<file path="config.mk">
export PLATFORM = sky130hd
export DESIGN_NAME = word_bit_tx_n2t
export DESIGN_NICKNAME = d
export VERILOG_FILES = /design/src/rtl/n2t_pkg.sv /design/src/rtl/n2t_down_counter.sv /design/src/rtl/word_bit_tx_n2t.sv
export SDC_FILE = /design/constraint.sdc
export NUM_CORES = 1
export LEC_CHECK = 0
export BUFFER_PORTS_ARGS = -buffer_cell sky130_fd_sc_hd__buf_2
export CORE_MARGIN = 2
export CORE_UTILIZATION = 27
export DETAILED_ROUTE_END_ITERATION = 8
export PLACE_DENSITY = 0.55
export SLEW_MARGIN = 0
export SYNTH_ARGS = -nofsm -noshare
export SYNTH_HDL_FRONTEND = slang
export SYNTH_SLANG_ARGS = --single-unit
export TNS_END_PERCENT = 10
</file>
<file path="constraint.sdc">
create_clock -name clk -period 5.16 [get_ports clk]
set_input_delay 1.032 -clock clk [delete_from_list [all_inputs] [get_ports clk]]
set_output_delay 1.032 -clock clk [all_outputs]
set_load 0.1 [all_outputs]
</file>
<file path="src/rtl/n2t_pkg.sv">
// Shared types and defaults for the n2t bit-level storage/serial blocks.
// No logic: typedefs and localparams only.
// No flow control.
package n2t_pkg;

    // Default word size for the CPU-side datapath.
    localparam int WORD_WIDTH = 16;

    // Serial transmitter states.
    typedef enum logic {
        IDLE  = 1'b0,
        SHIFT = 1'b1
    } tx_state_t;

endpackage

</file>
<file path="src/rtl/n2t_down_counter.sv">
// Loadable down counter that saturates at zero and reports a zero flag.
// Latency: load/decrement take effect on the next rising edge; zero is combinational from the count.
// Backpressure: enable=0 holds the count; load has priority over enable.
module n2t_down_counter #(
    parameter int W = 4
) (
    input  logic         clk,
    input  logic         reset,
    input  logic         load,
    input  logic         enable,
    input  logic [W-1:0] load_val,
    output logic [W-1:0] count,
    output logic         zero
);

    logic [W-1:0] count_q;
    logic [W-1:0] count_d;

    // Next count: reload wins, otherwise decrement and stop at zero.
    always_comb begin
        count_d = count_q;
        if (load) begin
            count_d = load_val;
        end else if (enable && (count_q != '0)) begin
            count_d = count_q - W'(1);
        end
    end

    // Count register with synchronous reset.
    always_ff @(posedge clk) begin
        if (reset) begin
            count_q <= '0;
        end else begin
            count_q <= count_d;
        end
    end

    assign count = count_q;
    assign zero  = (count_q == '0);

endmodule

</file>
<file path="src/rtl/word_bit_tx_n2t.sv">
// Serializes a WIDTH-bit word into (out_bit, out_load) pairs for a bit_n2t chain.
// Latency: first bit the cycle after accept, last bit WIDTH stall-free cycles after accept.
// Backpressure: stall freezes shift/count/state; in_ready reopens on the last bit for gapless back-to-back words.
module word_bit_tx_n2t
    import n2t_pkg::*;
#(
    parameter int WIDTH     = WORD_WIDTH,
    parameter bit LSB_FIRST = 1'b1
) (
    input  logic             clk,
    input  logic             reset,
    input  logic [WIDTH-1:0] in_word,
    input  logic             in_valid,
    output logic             in_ready,
    input  logic             stall,
    output logic             out_bit,
    output logic             out_load,
    output logic             out_last,
    output logic             busy
);

    localparam int CW = $clog2(WIDTH);

    tx_state_t        state_q;
    tx_state_t        state_d;
    logic [WIDTH-1:0] shreg_q;
    logic [WIDTH-1:0] shreg_d;
    logic [CW-1:0]    cnt;
    logic             cnt_zero;
    logic             accept;
    logic             advance;

    assign accept  = in_valid && in_ready;
    assign advance = (state_q == SHIFT) && !stall;

    // Bit counter: loaded with WIDTH-1 on accept, counts down once per emitted bit.
    n2t_down_counter #(
        .W(CW)
    ) u_cnt (
        .clk      (clk),
        .reset    (reset),
        .load     (accept),
        .enable   (advance),
        .load_val (CW'(WIDTH - 1)),
        .count    (cnt),
        .zero     (cnt_zero)
    );

    // State register.
    always_ff @(posedge clk) begin
        if (reset) begin
            state_q <= IDLE;
        end else begin
            state_q <= state_d;
        end
    end

    // Next state: leave SHIFT only after the last bit goes out with no new word waiting.
    always_comb begin
        state_d = state_q;
        case (state_q)
            IDLE: begin
                if (accept) state_d = SHIFT;
            end
            SHIFT: begin
                if (advance && cnt_zero && !accept) state_d = IDLE;
            end
            default: state_d = IDLE;
        endcase
    end

    // Outputs: all quiet in IDLE; in SHIFT present the output-end bit and gate load with stall.
    always_comb begin
        in_ready = 1'b1;
        out_bit  = 1'b0;
        out_load = 1'b0;
        out_last = 1'b0;
        busy     = 1'b0;
        if (state_q == SHIFT) begin
            busy     = 1'b1;
            out_load = !stall;
            out_bit  = LSB_FIRST ? shreg_q[0] : shreg_q[WIDTH-1];
            out_last = cnt_zero;
            in_ready = cnt_zero && !stall;
        end
    end

    // Shift datapath: reload on accept, else move one bit toward the output end with zero fill.
    always_comb begin
        shreg_d = shreg_q;
        if (accept) begin
            shreg_d = in_word;
        end else if (advance) begin
            if (LSB_FIRST) begin
                shreg_d = {1'b0, shreg_q[WIDTH-1:1]};
            end else begin
                shreg_d = {shreg_q[WIDTH-2:0], 1'b0};
            end
        end
    end

    // Shift register.
    always_ff @(posedge clk) begin
        if (reset) begin
            shreg_q <= '0;
        end else begin
            shreg_q <= shreg_d;
        end
    end

endmodule

</file>
# Word-level counts from Yosys, hierarchy flattened

Cells that the tools add are included.

Memories kept: 0
Bits in latches: 0
Bits in writable memories: 0
Bits of input ports: 20
Output and inout bits: 5
Memory bits (read-only): 0
Logic and storage cells: 29
Bits in registers: 21

$add $sub $neg: 1
Equality and inequality tests: 0
Bitwise operators: 1
Multiplexer cells: 12
Div/mod/pow operators: 0
Multipliers: 0
Magnitude comparators: 0
Shift-type cells: 0
Reduce and logical (&&, ||, !) cells: 12

Operator list:

| operator              | number |
|---|---|
| $mux W16              | 2 |
| $mux W4               | 2 |
| $mux W1               | 7 |
| $logic_and A1 B1 Y1   | 6 |
| $logic_not A4 Y1      | 1 |
| $reduce_bool A2 Y1    | 2 |
| $reduce_bool A4 Y1    | 1 |
| $sub A4 B1 Y4 const B | 1 |
| $logic_not A1 Y1      | 2 |
| $pmux W1 S2           | 1 |
| $not A1 Y1            | 1 |

# Logic depth before layout (Yosys ltp)

Depth in word-level cells: 8
Gate-level depth with buffers: 8
Gate-level depth less buffers: 5

# Cells and area by module

Synthesis repeated with hierarchy kept, for this count alone.

Cell total of the unflattened synthesis: 113
Area total of the unflattened synthesis: 1138.6 sq um

By module, submodules not included:

| module           | seq. area each (sq um) | area each (sq um) | cells each | times used |
|---|---|---|---|---|
| word_bit_tx_n2t  | 340.3                  | 875.8             | 84         | 1 |
| n2t_down_counter | 80.1                   | 262.8             | 29         | 1 |

# Worst setup path after synthesis

No wires, ideal clock.

Path type: input port to output port
From: in stall
To: out in_ready
Setup slack: 1.602 ns
Buffers on the path: 2
Required time: 4.128 ns
Cell stages on the path: 4
Arrival: 2.526 ns
Cells stage by stage: or4b_1 -> buf_2 -> clkbuf_1 -> nand2_1

Longest elaborated chain between the ends: 3

RTL lines:

| item                | RTL line              | RTL |
|---|---|---|
| start: declaration  | word_bit_tx_n2t.sv:15 | `input logic stall,` |
| $logic_not A1 Y1    | word_bit_tx_n2t.sv:84 | `in_ready = cnt_zero && !stall;` |
| $logic_and A1 B1 Y1 | word_bit_tx_n2t.sv:84 |  |
| $mux W1             | word_bit_tx_n2t.sv:79 | `if (state_q == SHIFT) begin` |
| end: declaration    | word_bit_tx_n2t.sv:14 | `output logic in_ready,` |

Every way passes these cells.

# Worst setup path in the final report

From: in stall
To: out out_load

Longest elaborated chain between the ends: 2

RTL lines:

| item             | RTL line              | RTL |
|---|---|---|
| $logic_not A1 Y1 | word_bit_tx_n2t.sv:81 | `out_load = !stall;` |
| $mux W1          | word_bit_tx_n2t.sv:79 |  |
| end: declaration | word_bit_tx_n2t.sv:17 | `output logic out_load,` |

Every way passes these cells.

==> reports/summary.txt <==
RUN STATUS
----------------------------------------------------------------------------------------------------
Result of the run                                                                       complete, no violations

SYNTH
----------------------------------------------------------------------------------------------------
Largest family of logic cells by synthesized area                                       compound AO/OA/AOI/OAI gates
Most common flop cell mapped by yosys                                                   sky130_fd_sc_hd__dfxtp_1
Portion of synthesized cell area occupied by the leading cell type                             38.3%
Synthesized area per cell                                                                   8.57 um2
Gate count of the mapped netlist                                                                 128
Sequential element share of the synthesized area                                               38.3%
Number of synthesis warnings                                                                       0
Xor/xnor share of the synthesized area                                                            0%
Area fraction in and, or, nand and nor cells after synthesis                                   19.2%
Mux contribution to synthesized area                                                              0%
Post-synthesis cell type with the largest combined area                                 sky130_fd_sc_hd__dfxtp_1
Synthesized-area fraction occupied by ao, oa, aoi and oai cells                                33.0%
Fraction of the mapped netlist area in adder cells                                             2.28%
Proportion of register bits with asynchronous set or reset after synthesis                        0%
Cell Area, Synth                                                                         0.00110 mm2
FF+latch count, synth                                                                             21
Syn nets                                                                                         150
Top cells by instance count after synthesis                                             31 x sky130_fd_sc_hd__nand2_1, 21 x sky130_fd_sc_hd__dfxtp_1, 16 x sky130_fd_sc_hd__a211oi_1
Synth cell types                                                                                  32
Most used standard cell by instance count after synthesis                               sky130_fd_sc_hd__nand2_1
Cell types occupying the most area after synthesis                                      sky130_fd_sc_hd__dfxtp_1 38%, sky130_fd_sc_hd__a211oi_1 11%, sky130_fd_sc_hd__nand2_1 11%
Number of flops mapped to enable cells by yosys                                                    0

POWER AND IR DROP
----------------------------------------------------------------------------------------------------
Max rail drop VDD                                                                             112 uV
Power density relative to cell area                                                       304 mW/mm2
Leakage Power                                                                               0.457 nW

FLOORPLAN
----------------------------------------------------------------------------------------------------
Standard cell core area                                                                  0.00394 mm2
Number of I/O pins                                                                                25
Cell row count                                                                                    23
Die width                                                                                    67.8 um
DIE AREA                                                                                 0.00459 mm2
Effective utilization at floorplan                                                             27.8%
Die height                                                                                   67.8 um

GRT
----------------------------------------------------------------------------------------------------
Met1 Resource Use GR                                                                           16.2%
Number of antenna violations at the first check in global routing                                  0
Vias in the first global route                                                                   927
GRT overflow                                                                                       0
Wire length of the first global-routing pass                                                 4.30 mm
Total track usage                                                                              12.5%
Busiest layer in global routing                                                                 met2
Largest net degree at the start of global routing                                                 25
Met3 track utilization from global routing                                                     2.17%
Met2 Track Usage GR                                                                            19.7%

CTS
----------------------------------------------------------------------------------------------------
Root buffer selected by CTS                                                             sky130_fd_sc_hd__clkbuf_8
Maximum root-to-sink buffer count                                                                  2
TritonCTS clock tree                                                                           built
# resized after CTS                                                                                0
Clock sinks                                                                                       21
Buffers inserted during post-CTS setup optimization                                                0
Clock-pin slew reported for the worst setup and hold paths after clock tree synthesis        0.08 ns
Total CTS buffers                                                                                  3
Number of H-tree levels                                                                            1
Hold_buf cts                                                                                       0
Insertion delay of the later-clocked pin in the worst-skew pair                              0.26 ns

ROUTE
----------------------------------------------------------------------------------------------------
Wire length per cell after detailed routing                                                  14.0 um
DRT Wirelength                                                                               2.74 mm
Per-cell via count in the routed design                                                         5.24
Total iterations of the first detailed-routing run                                                 4
Drt first-iter violations                                                                         52
Residual antenna-violating net count after detailed routing                                        0
Number of remaining DRC errors                                                                     0
Vias post-DR                                                                                   1,021

TIMING
----------------------------------------------------------------------------------------------------
Minimum clock period after layout                                                            3.69 ns
Worst clock skew                                                                          0.00271 ns
Number of endpoints failing setup at the final stage                                               0
Timing-limited maximum frequency                                                             271 MHz
Final hold vios                                                                                    0
Fin crit share                                                                                 71.4%
Unrepaired setup endpoints after global routing                                                false
Setup TNS                                                                                       0 ns
Relative slew slack                                                                            44.5%
Worst Max-Slew Pin Slew                                                                     0.832 ns
Total count of max-transition violations in the final report                                       0

CRITICAL PATH
----------------------------------------------------------------------------------------------------
Largest fanout on the critical path                                                               21
CP Data Arrival Time                                                                         2.65 ns
Cell breakdown of the critical path                                                     buf_2 > nand2b_1 > inv_2 > buf_2
Endpoint type of the worst setup path                                                     output pin
Critical Path Most Common Cell                                                          sky130_fd_sc_hd__buf_2
Worst Path Class, Setup                                                                 input port to output pin
Required time of the worst setup path                                                        4.13 ns
Critical Path Max Stage Delay                                                                0.52 ns
Reg2Reg Setup Slack                                                                          2.73 ns
Critical Path Start Type                                                                  input port
Cell with the largest stage delay on the worst path                                     sky130_fd_sc_hd__nand2b_1

LAYOUT
----------------------------------------------------------------------------------------------------
Final net count                                                                                  168
ANT cells                                                                                          0
Final standard cell area without fillers                                                 0.00127 mm2
Area grow syn2layout                                                                           15.8%
Share of cells above drive strength 1                                                          24.8%

RUN
----------------------------------------------------------------------------------------------------
Count of max-cap constraint violations                                                             0

PLACE
----------------------------------------------------------------------------------------------------
Cell area after placement                                                                0.00123 mm2
Weighted congestion at the end of routability-driven global placement                          0.784
HPWL reported at the end of detailed placement                                               1.76 mm
Port bufs                                                                                         24

WORST HOLD PATH
----------------------------------------------------------------------------------------------------
Kind of path behind the tightest hold check                                             flop to flop

## flip-flops by register name, indices dropped and copies added (netlist names)
register     count
shreg_q         16
u_cnt.count      4
state_q          1
## worst paths after layout
check | start | end | depth (start not counted)
setup / recovery | stall | out_load | 4
hold / removal | shreg_q[15] | shreg_q[14] | 2
setup reg to reg | u_cnt.count[0] | shreg_q[12] | 5
hold reg to reg | shreg_q[15] | shreg_q[14] | 2
## logic make-up (layout without fill, tap and decap cells)
logic type	Yosys count	count (layout)
flip-flops	21	21
buffers and inverters	17	34
adder cells (fa/ha/maj)	2	2
AND/OR/NAND/NOR	46	46
AO/OA/AOI/OAI	42	42
## report_power, final
group          leakage [nW]  total [W]  internal [W]  switching [W]
clock                0.0228   0.000107     0.0000550      0.0000521
combinational         0.260  0.0000925     0.0000300      0.0000626
sequential            0.174   0.000187      0.000177     0.00000978
## layout make-up
| type | count | area, um2 |
|---|---|---|
| multi-input combinational | 90 | 597 |
| inverter | 5 | 18.8 |
| tap | 50 | 62.6 |
| timing repair buffer | 25 | 128 |
| sequential | 21 | 420 |
| clock buffer | 4 | 45.0 |
| fill | 419 | 2670 |
## placed cells by master, fill, tap and decap left out
master / count
sky130_fd_sc_hd__nor2b_1: 1
sky130_fd_sc_hd__a21oi_1: 1
sky130_fd_sc_hd__and3_1: 1
sky130_fd_sc_hd__inv_2: 1
sky130_fd_sc_hd__or4_1: 1
sky130_fd_sc_hd__buf_2: 24
sky130_fd_sc_hd__a21o_1: 1
sky130_fd_sc_hd__clkinv_1: 1
sky130_fd_sc_hd__a31oi_1: 3
sky130_fd_sc_hd__nand2_1: 31
sky130_fd_sc_hd__nor3b_1: 1
sky130_fd_sc_hd__nand2b_1: 2
sky130_fd_sc_hd__a311oi_1: 9
sky130_fd_sc_hd__a211oi_1: 16
sky130_fd_sc_hd__and2_1: 2
sky130_fd_sc_hd__o41ai_1: 1
sky130_fd_sc_hd__nand3_1: 2
sky130_fd_sc_hd__nor3_1: 1
sky130_fd_sc_hd__o21ai_0: 1
sky130_fd_sc_hd__nor2_1: 2
sky130_fd_sc_hd__buf_4: 1
sky130_fd_sc_hd__or4b_1: 1
sky130_fd_sc_hd__ha_1: 2
sky130_fd_sc_hd__clkbuf_1: 1
sky130_fd_sc_hd__or3b_2: 1
sky130_fd_sc_hd__dfxtp_1: 21
sky130_fd_sc_hd__a2111oi_0: 1
sky130_fd_sc_hd__clkbuf_8: 3
sky130_fd_sc_hd__inv_1: 3
sky130_fd_sc_hd__o21ai_1: 2
sky130_fd_sc_hd__o32ai_1: 1
sky130_fd_sc_hd__a311oi_2: 6
## routing by layer
layer,up-vias,share of wire (%)
met5,-,0
met1,484,48
li1,511,-
met4,0,1.1
met2,22,48
met3,4,3.1
## through the flow
stage          std cells  total power (W)  setup slack (ns)  utilization [%]  hold WS (ns)
2_1_floorplan        128         0.000263              1.60                -         0.458
3_3_place_gp         191         0.000281              1.55             31.1         0.474
3_5_place_dp         191         0.000283              1.50             31.1         0.476
4_1_cts              195         0.000392              1.50             32.2         0.488
5_1_grt              195         0.000408              1.36             32.2         0.514
6_report             195         0.000387              1.47             32.2         0.487
## critical path, delay by kind of cell
family / cells / cell delay [ns]
simple gates: 1 / 0.52
buf+inv: 3 / 1.09
No activity file was read; power rests on OpenSTA's default activity.
